`src/rtl/cpu_pkg.sv`:
```
// rtl/cpu_pkg.sv - shared fetch-stage types and instruction constants
package cpu_pkg;

  typedef enum logic {
    FETCH = 1'b0,
    HOLD  = 1'b1
  } fetch_state_t;

  localparam logic [5:0]  OP_RTYPE  = 6'h00;
  localparam logic [5:0]  OP_LW     = 6'h23;
  localparam logic [5:0]  OP_SW     = 6'h2B;
  localparam logic [5:0]  OP_BEQ    = 6'h04;
  localparam logic [31:0] NOP_INSTR = 32'h0;

endpackage

```
`src/rtl/if_id_reg.sv`:
```
// rtl/if_id_reg.sv - IF/ID pipeline register with load/flush and field slicing
module if_id_reg #(
  parameter int ADDR_W = 32
) (
  input  logic              clk,
  input  logic              reset,
  input  logic              load,
  input  logic              flush,
  input  logic [31:0]       load_instr,
  input  logic [ADDR_W-1:0] load_pc_plus4,
  output logic              id_valid,
  output logic [31:0]       id_instr,
  output logic [ADDR_W-1:0] id_pc_plus4,
  output logic [5:0]        id_op,
  output logic [4:0]        id_rs,
  output logic [4:0]        id_rt,
  output logic [4:0]        id_rd,
  output logic [5:0]        id_funct,
  output logic [15:0]       id_imm
);
  import cpu_pkg::*;

  logic              valid_q, valid_d;
  logic [31:0]       instr_q, instr_d;
  logic [ADDR_W-1:0] pc4_q, pc4_d;

  // Flush only drops the valid bit; the stale word stays visible but is marked invalid.
  always_comb begin
    valid_d = valid_q;
    instr_d = instr_q;
    pc4_d   = pc4_q;
    if (flush) begin
      valid_d = 1'b0;
    end else if (load) begin
      valid_d = 1'b1;
      instr_d = load_instr;
      pc4_d   = load_pc_plus4;
    end
  end

  // IF/ID state register, cleared immediately on reset.
  always_ff @(posedge clk or posedge reset) begin
    if (reset) begin
      valid_q <= 1'b0;
      instr_q <= NOP_INSTR;
      pc4_q   <= '0;
    end else begin
      valid_q <= valid_d;
      instr_q <= instr_d;
      pc4_q   <= pc4_d;
    end
  end

  assign id_valid    = valid_q;
  assign id_instr    = instr_q;
  assign id_pc_plus4 = pc4_q;
  assign id_op       = instr_q[31:26];
  assign id_rs       = instr_q[25:21];
  assign id_rt       = instr_q[20:16];
  assign id_rd       = instr_q[15:11];
  assign id_funct    = instr_q[5:0];
  assign id_imm      = instr_q[15:0];

endmodule

```
`src/rtl/instr_fetch_stage.sv`:
```
// rtl/instr_fetch_stage.sv - PC, fetch handshake FSM and skid buffer feeding IF/ID
module instr_fetch_stage #(
  parameter int                ADDR_W   = 32,
  parameter logic [ADDR_W-1:0] RESET_PC = '0
) (
  input  logic              clk,
  input  logic              reset,
  output logic              imem_req,
  output logic [ADDR_W-1:0] imem_addr,
  input  logic              imem_ack,
  input  logic [31:0]       imem_rdata,
  input  logic              stall,
  input  logic              branch_taken,
  input  logic [ADDR_W-1:0] branch_target,
  output logic              id_valid,
  output logic [31:0]       id_instr,
  output logic [ADDR_W-1:0] id_pc_plus4,
  output logic [5:0]        id_op,
  output logic [4:0]        id_rs,
  output logic [4:0]        id_rt,
  output logic [4:0]        id_rd,
  output logic [5:0]        id_funct,
  output logic [15:0]       id_imm
);
  import cpu_pkg::*;

  fetch_state_t      state_q, state_d;
  logic [ADDR_W-1:0] pc_q, pc_d;
  logic [31:0]       skid_instr_q, skid_instr_d;
  logic [ADDR_W-1:0] skid_pc4_q, skid_pc4_d;

  logic              load;
  logic              flush;
  logic [31:0]       load_instr;
  logic [ADDR_W-1:0] load_pc4;
  logic [ADDR_W-1:0] pc_plus4;

  assign pc_plus4  = pc_q + ADDR_W'(4);
  assign imem_req  = (state_q == FETCH) && !reset;
  assign imem_addr = pc_q;

  // Next-state: branch beats stall, stall beats ack; HOLD parks one word in the skid.
  always_comb begin
    state_d      = state_q;
    pc_d         = pc_q;
    skid_instr_d = skid_instr_q;
    skid_pc4_d   = skid_pc4_q;
    load         = 1'b0;
    flush        = 1'b0;
    load_instr   = imem_rdata;
    load_pc4     = pc_plus4;
    if (branch_taken) begin
      pc_d         = {branch_target[ADDR_W-1:2], 2'b00};
      flush        = 1'b1;
      skid_instr_d = NOP_INSTR;
      skid_pc4_d   = '0;
      state_d      = FETCH;
    end else if (state_q == FETCH) begin
      if (stall) begin
        if (imem_ack) begin
          skid_instr_d = imem_rdata;
          skid_pc4_d   = pc_plus4;
          pc_d         = pc_plus4;
          state_d      = HOLD;
        end
      end else if (imem_ack) begin
        load = 1'b1;
        pc_d = pc_plus4;
      end else begin
        flush = 1'b1;
      end
    end else if (!stall) begin
      load       = 1'b1;
      load_instr = skid_instr_q;
      load_pc4   = skid_pc4_q;
      state_d    = FETCH;
    end
  end

  // PC, FSM and skid registers with asynchronous reset.
  always_ff @(posedge clk or posedge reset) begin
    if (reset) begin
      state_q      <= FETCH;
      pc_q         <= RESET_PC;
      skid_instr_q <= NOP_INSTR;
      skid_pc4_q   <= '0;
    end else begin
      state_q      <= state_d;
      pc_q         <= pc_d;
      skid_instr_q <= skid_instr_d;
      skid_pc4_q   <= skid_pc4_d;
    end
  end

  if_id_reg #(
    .ADDR_W(ADDR_W)
  ) u_if_id (
    .clk          (clk),
    .reset        (reset),
    .load         (load),
    .flush        (flush),
    .load_instr   (load_instr),
    .load_pc_plus4(load_pc4),
    .id_valid     (id_valid),
    .id_instr     (id_instr),
    .id_pc_plus4  (id_pc_plus4),
    .id_op        (id_op),
    .id_rs        (id_rs),
    .id_rt        (id_rt),
    .id_rd        (id_rd),
    .id_funct     (id_funct),
    .id_imm       (id_imm)
  );

endmodule

```
`config.mk`:
```
export PLATFORM = sky130hd
export DESIGN_NAME = instr_fetch_stage
export DESIGN_NICKNAME = d
export VERILOG_FILES = /design/src/rtl/cpu_pkg.sv /design/src/rtl/if_id_reg.sv /design/src/rtl/instr_fetch_stage.sv
export SDC_FILE = /design/constraint.sdc
export NUM_CORES = 1
export LEC_CHECK = 0
export BUFFER_PORTS_ARGS = -buffer_cell sky130_fd_sc_hd__clkbuf_2
export CAP_MARGIN = 0
export CORE_ASPECT_RATIO = 2
export CORE_UTILIZATION = 45
export DETAILED_ROUTE_END_ITERATION = 10
export MAX_ROUTING_LAYER = met4
export PLACE_DENSITY = 0.72
export SLEW_MARGIN = 20
export SYNTH_ARGS = -nofsm -noshare
export SYNTH_HDL_FRONTEND = slang
export SYNTH_SLANG_ARGS = --single-unit
```
`constraint.sdc`:
```
create_clock -name clk -period 7 [get_ports clk]
set_input_delay 0.7 -clock clk [delete_from_list [all_inputs] [get_ports clk]]
set_output_delay 0.7 -clock clk [all_outputs]
set_load 0.02 [all_outputs]
```
==> results of run 1 <==
==> area by class of cell <==
| cell class | instances | area (um2) | area share (%) |
|---|---|---|---|
| sequential | 158 | 3950 | 43.8 |
| clock inverter | 15 | 188 | 2.08 |
| timing repair buffer | 213 | 1090 | 12.1 |
| multi-input combinational | 542 | 3080 | 34.2 |
| clock buffer | 17 | 425 | 4.72 |
| tap | 204 | 255 | 2.83 |
| inverter | 5 | 23.8 | 0.264 |
==> layout by cell type (no fill, tap or decap), types with 15 or more instances in the layout <==
cell	n
clkbuf_2	204
dfrtp_1	158
nand2_1	152
o21ai_0	84
nor2_1	52
xor2_1	40
a22o_1	39
a31oi_1	34
nand3_1	20
a21oi_1	17
clkbuf_16	17
nand4_1	16
xnor2_1	15
==> worst max-delay path: stages, from the launching register on <==
cell and delay, ns:
dfrtp_1 0.47, ha_1 0.26, nand3_2 0.26, nor2_1 0.58, a31oi_1 0.23, o32ai_1 0.37
o21ai_0 0.11
==> how the worst max path moves through the flow <==
stage               slack (ns)                       to         start
finish                    4.58  u_if_id.id_pc_plus4[28]  imem_addr[2]
detailed placement        3.72   u_if_id.id_pc_plus4[2]  branch_taken
CTS                       4.18     u_if_id.id_instr[20]  branch_taken
global placement          3.70  u_if_id.id_pc_plus4[14]  branch_taken
global route              4.44  u_if_id.id_pc_plus4[28]  imem_addr[2]
floorplan                 2.04            imem_addr[10]         reset
==> cell families (layout without fill, tap and decap cells) <==
kind of cell	count (synthesis)	count (layout)	synth area share, %
compound gates	191	191	15.6
xor+xnor	55	55	6.36
fa+ha+maj	1	1	0.165
buf+inv	106	250	7.64
flops	158	158	52.2
mux	1	1	0.132
other cells	1	2	0.0495
simple gates	292	292	17.9
==> power by group through the flow <==
stage	clock [mW]	sequential, mW	combinational [mW]
6_report	0.965	1.11	0.550
5_1_grt	1.03	1.12	0.601
4_1_cts	0.982	1.11	0.558
3_5_place_dp	0	1.13	0.555
3_3_place_gp	0	1.12	0.548
2_1_floorplan	0	1.21	0.307
==> registers in the layout, indices dropped and copies added (netlist names) <==
register / cells
imem_addr: 30
skid_instr_q: 32
skid_pc4_q: 31
state_q: 1
u_if_id.id_instr: 32
u_if_id.id_pc_plus4: 31
u_if_id.id_valid: 1
==> per-layer routing <==
metal  GRT usage, %  share of wire (%)  vias to the layer above
met5              -                  0                        -
li1               -                  -                     3000
met1           27.2                 39                     2998
met2           42.7                 54                      205
met3           3.88                3.8                       37
met4           11.2                3.2                        0
==> through the flow <==
step / hold slack (ns) / utilization [%]
after floorplan: 0.443 / -
after global placement: 0.454 / 51.4
after detailed placement: 0.464 / 51.4
after CTS: 0.465 / 55.1
after global routing: 0.481 / 55.2
final: 0.447 / 55.2
==> impl_metrics.json, run 1 <==
{
  "period_share_pct": 34.6,
  "ys_seq_area_share_pct": 52.2,
  "root_buffer": "clkbuf_16",
  "vias": 6240,
  "start_util_pct": 46.3,
  "setup_viol_count_final": 0,
  "cts_resized": 0,
  "reg2reg_setup_slack_ns": 4.58,
  "synth.top_cell.area_share_pct": 52.2,
  "max_freq_ghz": 0.413,
  "wl_per_cell_um": 17.0,
  "drt-initial-drc-count": 324,
  "syn_area_per_cell_um2": 9.41,
  "finalCriticalPeriod_ns": 2.42,
  "final_area_um2": 9020,
  "synth.area.top_cells": "dfrtp_1, nand2_1, o21ai_0",
  "power_mw": 2.62,
  "ys.flop_type": "dfrtp_1",
  "r2r-end": "u_if_id.id_pc_plus4[28]",
  "fin_worst_skew_ns": 0.00840,
  "die_height_um": 186,
  "rsz0062_at_grt": "no",
  "yosysWarnings": 0,
  "grt_max_degree": 90,
  "dieArea_um2": 17400,
  "hold_viol": 0,
  "r2r-start": "imem_addr[2]",
  "coreArea_um2": 16400,
  "yosysMostFrequentCell": "dfrtp_1",
  "grt_first_pass_wirelength_mm": 31.6,
  "cts_buffers": 17,
  "vias_per_cell": 5.41,
  "cts_tree": "built",
  "hp-class": "primary input to asynchronous set/reset pin",
  "worst_pin_slew_ns": 0.995,
  "area_growth_pct": 19.0,
  "dp.cells": 1122,
  "synth_seq_cells": 158,
  "place_ws_ns": 3.72,
  "clkPwrFrac_pct": 36.8,
  "die_w_um": 93.8,
  "status": "completed",
  "clkTransAtPathRegs_ns": 0.07,
  "internal-power_mw": 1.76,
  "num_rows": 66,
  "critPathMaxFanout": 10,
  "instances_no_fill": 1154,
  "first_pass_iters": 5,
  "hold_buffers": 0,
  "crit_arrival_ns": 2.72,
  "n_antenna_cell": 0,
  "required_ns": 7.30,
  "clkLatencyLatePin_ns": 0.43,
  "io_buffers": 205,
  "place_area_um2": 8400,
  "slew_headroom_pct": 33.5,
  "pwr-share-comb_pct": 21.0,
  "ys_types": 43,
  "drc": 0,
  "ir_drop_mv": 0.160,
  "clkSinkCount": 158,
  "end_kind": "flip-flop",
  "swShare_pct": 32.8,
  "io_pins": 210,
  "seqPwrFrac_pct": 42.3,
  "place.gp.congestion": 0.917,
  "p_leak_nw": 4.20,
  "filler_cell_count": 1529,
  "rr_worst_depth": 6,
  "drtAntennaViolNets": 0,
  "synth_common_cells": "dfrtp_1, nand2_1, o21ai_0",
  "drive_above_1_share_pct": 27.4,
  "grt_pass1_vias": 6024,
  "drv_slew": 0,
  "cts_max_level": 4,
  "synth_edf_count": 0,
  "grt.total_usage_pct": 24.5,
  "nNetsFinal": 1007,
  "post_cts_buffers": 0,
  "worstSetupPathType": "flip-flop to flip-flop",
  "synth_cells": 805,
  "async_flop_share_pct": 100,
  "p_sw_uw": 861,
  "powerDensity_nw_per_um2": 291,
  "wirelength_mm": 19.6,
  "grt_overflow": 0,
  "antenna_found_initial": 0,
  "synth.cell_area_um2": 7580,
  "cap_violations": 0,
  "clockBufferDepth": 2,
  "totalNegativeSetupSlack_ns": 0,
  "start_kind": "flip-flop",
  "fin_ws_ns": 4.58,
  "dp_hpwl_mm": 13.6,
  "synth_top_area_cell": "dfrtp_1"
}
Note: power is estimated with default switching activity, not from simulation.
==> inputs of run 2 (changes only) <==
PLACE_DENSITY = 0.75   (was 0.72)
clock period = 2.09 ns   (was 7 ns; I/O delays follow)
==> impl_metrics.json, run 2 (synthesized netlist as in run 1, its figures left out) <==
{
  "critPathMaxFanout": 8,
  "hp-class": "primary input to flip-flop",
  "cp_cell_sequence": "ha_1, nand3_2, nor2_1, buf_4, a31oi_1, or2_1, a22o_1",
  "io_buffers": 205,
  "fin_worst_skew_ns": 0.0100,
  "seqCellArea_um2": 3950,
  "ir_drop_mv": 0.541,
  "clkTransAtPathRegs_ns": 0.07,
  "cp_slowest_cell": "dfrtp_1",
  "io_pins": 210,
  "totalNegativeSetupSlack_ns": 0,
  "max_freq_ghz": 0.533,
  "antenna_found_initial": 0,
  "place_ws_ns": 0.217,
  "place.gp.congestion": 0.979,
  "cts_tree": "built",
  "hold_viol": 0,
  "crit_arrival_ns": 2.19,
  "vias_per_cell": 5.32,
  "fin_ws_ns": 0.213,
  "first_pass_iters": 5,
  "drv_slew": 0,
  "finalCriticalPeriod_ns": 1.88,
  "start_util_pct": 46.3,
  "hold_buffers": 23,
  "rsz0062_at_grt": "no",
  "status": "completed",
  "grt_overflow": 0,
  "clkLatencyLatePin_ns": 0.43,
  "drt-initial-drc-count": 230,
  "drtAntennaViolNets": 0,
  "layout_commonest_cell": "clkbuf_2",
  "dieArea_um2": 17400,
  "start_kind": "flip-flop",
  "clockBufferDepth": 2,
  "area_growth_pct": 26.9,
  "num_rows": 66,
  "filler_cell_count": 1461,
  "cts_resized": 0,
  "slowest_delay_ns": 0.41,
  "critPathTopFamily": "simple AND/OR/NAND/NOR gates",
  "drive_above_1_share_pct": 29.8,
  "cts_buffers": 17,
  "period_share_pct": 89.8,
  "p_leak_nw": 4.53,
  "drc": 0,
  "vias": 6497,
  "dp_hpwl_mm": 14.4,
  "post_cts_buffers": 0,
  "coreArea_um2": 16400,
  "root_buffer": "clkbuf_16",
  "n_antenna_cell": 0,
  "nNetsFinal": 1075,
  "required_ns": 2.40,
  "grt.total_usage_pct": 25.5,
  "wl_per_cell_um": 16.6,
  "worstSetupPathType": "flip-flop to flip-flop",
  "die_height_um": 186,
  "cap_violations": 0,
  "wirelength_mm": 20.3,
  "grt_pass1_vias": 6482,
  "die_w_um": 93.8,
  "cts_max_level": 4,
  "end_kind": "flip-flop",
  "mostFrequentLayoutCells": "clkbuf_2, dfrtp_1, nand2_1, o21ai_0, nor2_1",
  "slew_headroom_pct": 52.8,
  "multi_input_area_um2": 3080,
  "grt_first_pass_wirelength_mm": 32.8,
  "setup_viol_count_final": 0,
  "clkSinkCount": 158,
  "path_buf_inv": 1,
  "worst_pin_slew_ns": 0.708,
  "powerDensity_nw_per_um2": 918,
  "grt_max_degree": 131
}
## run 2: layout make-up
cell class	count	share of cell area (%)
timing repair buffer	281	17.7
tap	204	2.65
clock inverter	11	1.38
clock buffer	21	4.89
multi-input combinational	542	32.0
sequential	158	41.1
inverter	5	0.234
## run 2: per-layer routing
| metal | part of all wire, % | GRT usage [%] | up-vias |
|---|---|---|---|
| met4 | 3.2 | 12.1 | 0 |
| met3 | 3.2 | 3.19 | 46 |
| met5 | 0 | - | - |
| li1 | - | - | 3143 |
| met1 | 38 | 27.9 | 3115 |
| met2 | 55 | 45.2 | 193 |
## run 2: path summary, 6_finish.rpt
check | start | endpoint | slack, ns | depth (start not counted)
min | branch_target[24] | imem_addr[24] | 0.01 | 3
max in group asynchronous | reset | skid_pc4_q[3] | 1.00 | 4
min reg2reg | skid_pc4_q[2] | skid_pc4_q[2] | 0.47 | 2
min in group asynchronous | reset | skid_instr_q[7] | 0.47 | 4
max reg2reg | imem_addr[3] | skid_pc4_q[28] | 0.21 | 7
max | imem_addr[3] | skid_pc4_q[28] | 0.21 | 7
## run 2: worst reg2reg max path, stage by stage, from the launching register on
cell and delay, ns:
dfrtp_1 0.41, ha_1 0.24, nand3_2 0.20, nor2_1 0.20, buf_4 0.17, a31oi_1 0.10
or2_1 0.25, a22o_1 0.19
## run 2: power breakdown
group          total [mW]  switching, mW  internal [mW]
Combinational        1.98           1.29          0.688
Clock                3.17           1.30           1.87
Sequential           3.68          0.274           3.41
## run 2: through the flow
stage	hold slack, ns	cells	total power [mW]	instance area, um2	util, %
6_report	0.0135	1222	8.83	9620	58.8
2_1_floorplan	0.326	806	5.09	7590	-
5_1_grt	0.0177	1222	9.26	9620	58.8
4_1_cts	0.000689	1222	8.91	9620	58.8
3_3_place_gp	0.360	1167	5.66	8790	53.7
3_5_place_dp	0.365	1167	5.70	8790	53.7
==> inputs of run 3 (changes only) <==
PLACE_DENSITY = 0.72   (was 0.75)
clock period = 2 ns   (was 2.09 ns; I/O delays follow)
==> impl_metrics.json, run 3 (synthesized netlist as in run 1, its figures left out) <==
{
  "dp_hpwl_mm": 14.3,
  "period_share_pct": 94.1,
  "mostFrequentLayoutCells": "clkbuf_2, dfrtp_1, nand2_1, o21ai_0, nor2_1",
  "grt_pass1_vias": 6305,
  "drc": 0,
  "clkTransAtPathRegs_ns": 0.06,
  "die_w_um": 93.8,
  "cp_cell_sequence": "nand4_1, nor4_4, a31oi_1, or2_1, a22o_1",
  "p_leak_nw": 4.57,
  "worst_pin_slew_ns": 0.630,
  "vias": 6608,
  "status": "completed",
  "slowest_delay_ns": 0.45,
  "antenna_found_initial": 0,
  "hold_viol": 0,
  "grt_first_pass_wirelength_mm": 32.4,
  "n_antenna_cell": 0,
  "required_ns": 2.31,
  "ir_drop_mv": 0.560,
  "drv_slew": 0,
  "drive_above_1_share_pct": 30.0,
  "cap_violations": 0,
  "layout_commonest_cell": "clkbuf_2",
  "grt_overflow": 0,
  "die_height_um": 186,
  "start_kind": "flip-flop",
  "slew_headroom_pct": 58.0,
  "clkLatencyLatePin_ns": 0.43,
  "vias_per_cell": 5.36,
  "cts_buffers": 17,
  "clockBufferDepth": 2,
  "max_freq_ghz": 0.531,
  "critPathMaxFanout": 7,
  "nNetsFinal": 1085,
  "drtAntennaViolNets": 0,
  "cts_max_level": 4,
  "fin_worst_skew_ns": 0.00951,
  "totalNegativeSetupSlack_ns": 0,
  "dieArea_um2": 17400,
  "end_kind": "flip-flop",
  "place.gp.congestion": 0.897,
  "coreArea_um2": 16400,
  "start_util_pct": 46.3,
  "num_rows": 66,
  "worstSetupPathType": "flip-flop to flip-flop",
  "fin_ws_ns": 0.118,
  "cts_tree": "built",
  "multi_input_area_um2": 3100,
  "wl_per_cell_um": 16.6,
  "io_buffers": 205,
  "cp_slowest_cell": "dfrtp_1",
  "place_ws_ns": 0.124,
  "first_pass_iters": 7,
  "powerDensity_nw_per_um2": 946,
  "drt-initial-drc-count": 349,
  "wirelength_mm": 20.4,
  "clkSinkCount": 158,
  "grt.total_usage_pct": 25.1,
  "hp-class": "primary input to flip-flop",
  "setup_viol_count_final": 0,
  "seqCellArea_um2": 3950,
  "post_cts_buffers": 0,
  "finalCriticalPeriod_ns": 1.88,
  "io_pins": 210,
  "grt_max_degree": 109,
  "root_buffer": "clkbuf_16",
  "filler_cell_count": 1457,
  "area_growth_pct": 28.3,
  "crit_arrival_ns": 2.20,
  "final_util_pct": 59.5
}
-- run 3: cell types whose count changed in the layout (fill, tap and decap cells not counted), sizes merged --
cell	delta
inv	-1
dlygate4sd3	+9
clkbuf	-2
buf	+1
clkinvlp	+2
clkinv	+1
-- run 3: path summary, 6_finish.rpt --
kind                            slack, ns              endpoint         startpoint  cells after the start
worst max-delay path                 0.12        skid_pc4_q[28]      imem_addr[19]                      5
worst min-delay path                0.009         imem_addr[23]  branch_target[23]                      3
worst max register to register       0.12        skid_pc4_q[28]      imem_addr[19]                      5
worst min register to register       0.48      u_if_id.id_valid   u_if_id.id_valid                      2
max in group asynchronous            1.00  u_if_id.id_instr[21]              reset                      4
min in group asynchronous            0.53         skid_pc4_q[3]              reset                      4
-- run 3: cell type report --
cell class,instances,share of cell area (%)
Clock buffer,19,4.66
Clock inverter,13,1.44
Inverter,5,0.232
Multi-Input combinational cell,542,31.8
Sequential cell,158,40.7
Tap cell,204,2.63
Timing Repair Buffer,291,18.5
-- run 3: metal layers --
layer / up-vias / part of all wire (%) / GRT usage (%)
li1: 3158 / - / -
met1: 3147 / 38 / 27.1
met2: 252 / 54 / 44.2
met3: 51 / 4.1 / 2.94
met4: 0 / 4.1 / 13.5
met5: - / 0 / -
-- run 3: power breakdown --
part	leakage [nW]	internal (mW)	switching [mW]
sequential	1.98	3.56	0.276
combinational	2.31	0.748	1.37
clock	0.281	1.91	1.33
total	4.57	6.21	2.98
-- run 3: repair_timing --
action,CTS,global route
gates resized for setup,0,3
hold buffers,32,0
hold endpoints to repair,120,0
setup endpoints to repair,0,9
-- run 3: per-stage QoR --
step	instances	hold slack [ns]	power [mW]	instance area, um2
after floorplan	806	0.317	5.32	7590
after global placement	1168	0.406	5.94	8800
after detailed placement	1168	0.413	5.98	8800
after CTS	1232	0.000934	9.28	9710
after global routing	1232	0.0109	9.64	9720
final	1232	0.00893	9.20	9720
-- run 3: critical path: cells and delay by family, from the launching register on --
kind            cells  cell delay (ns)
simple gates        3             0.95
flops               1             0.45
compound gates      2             0.37
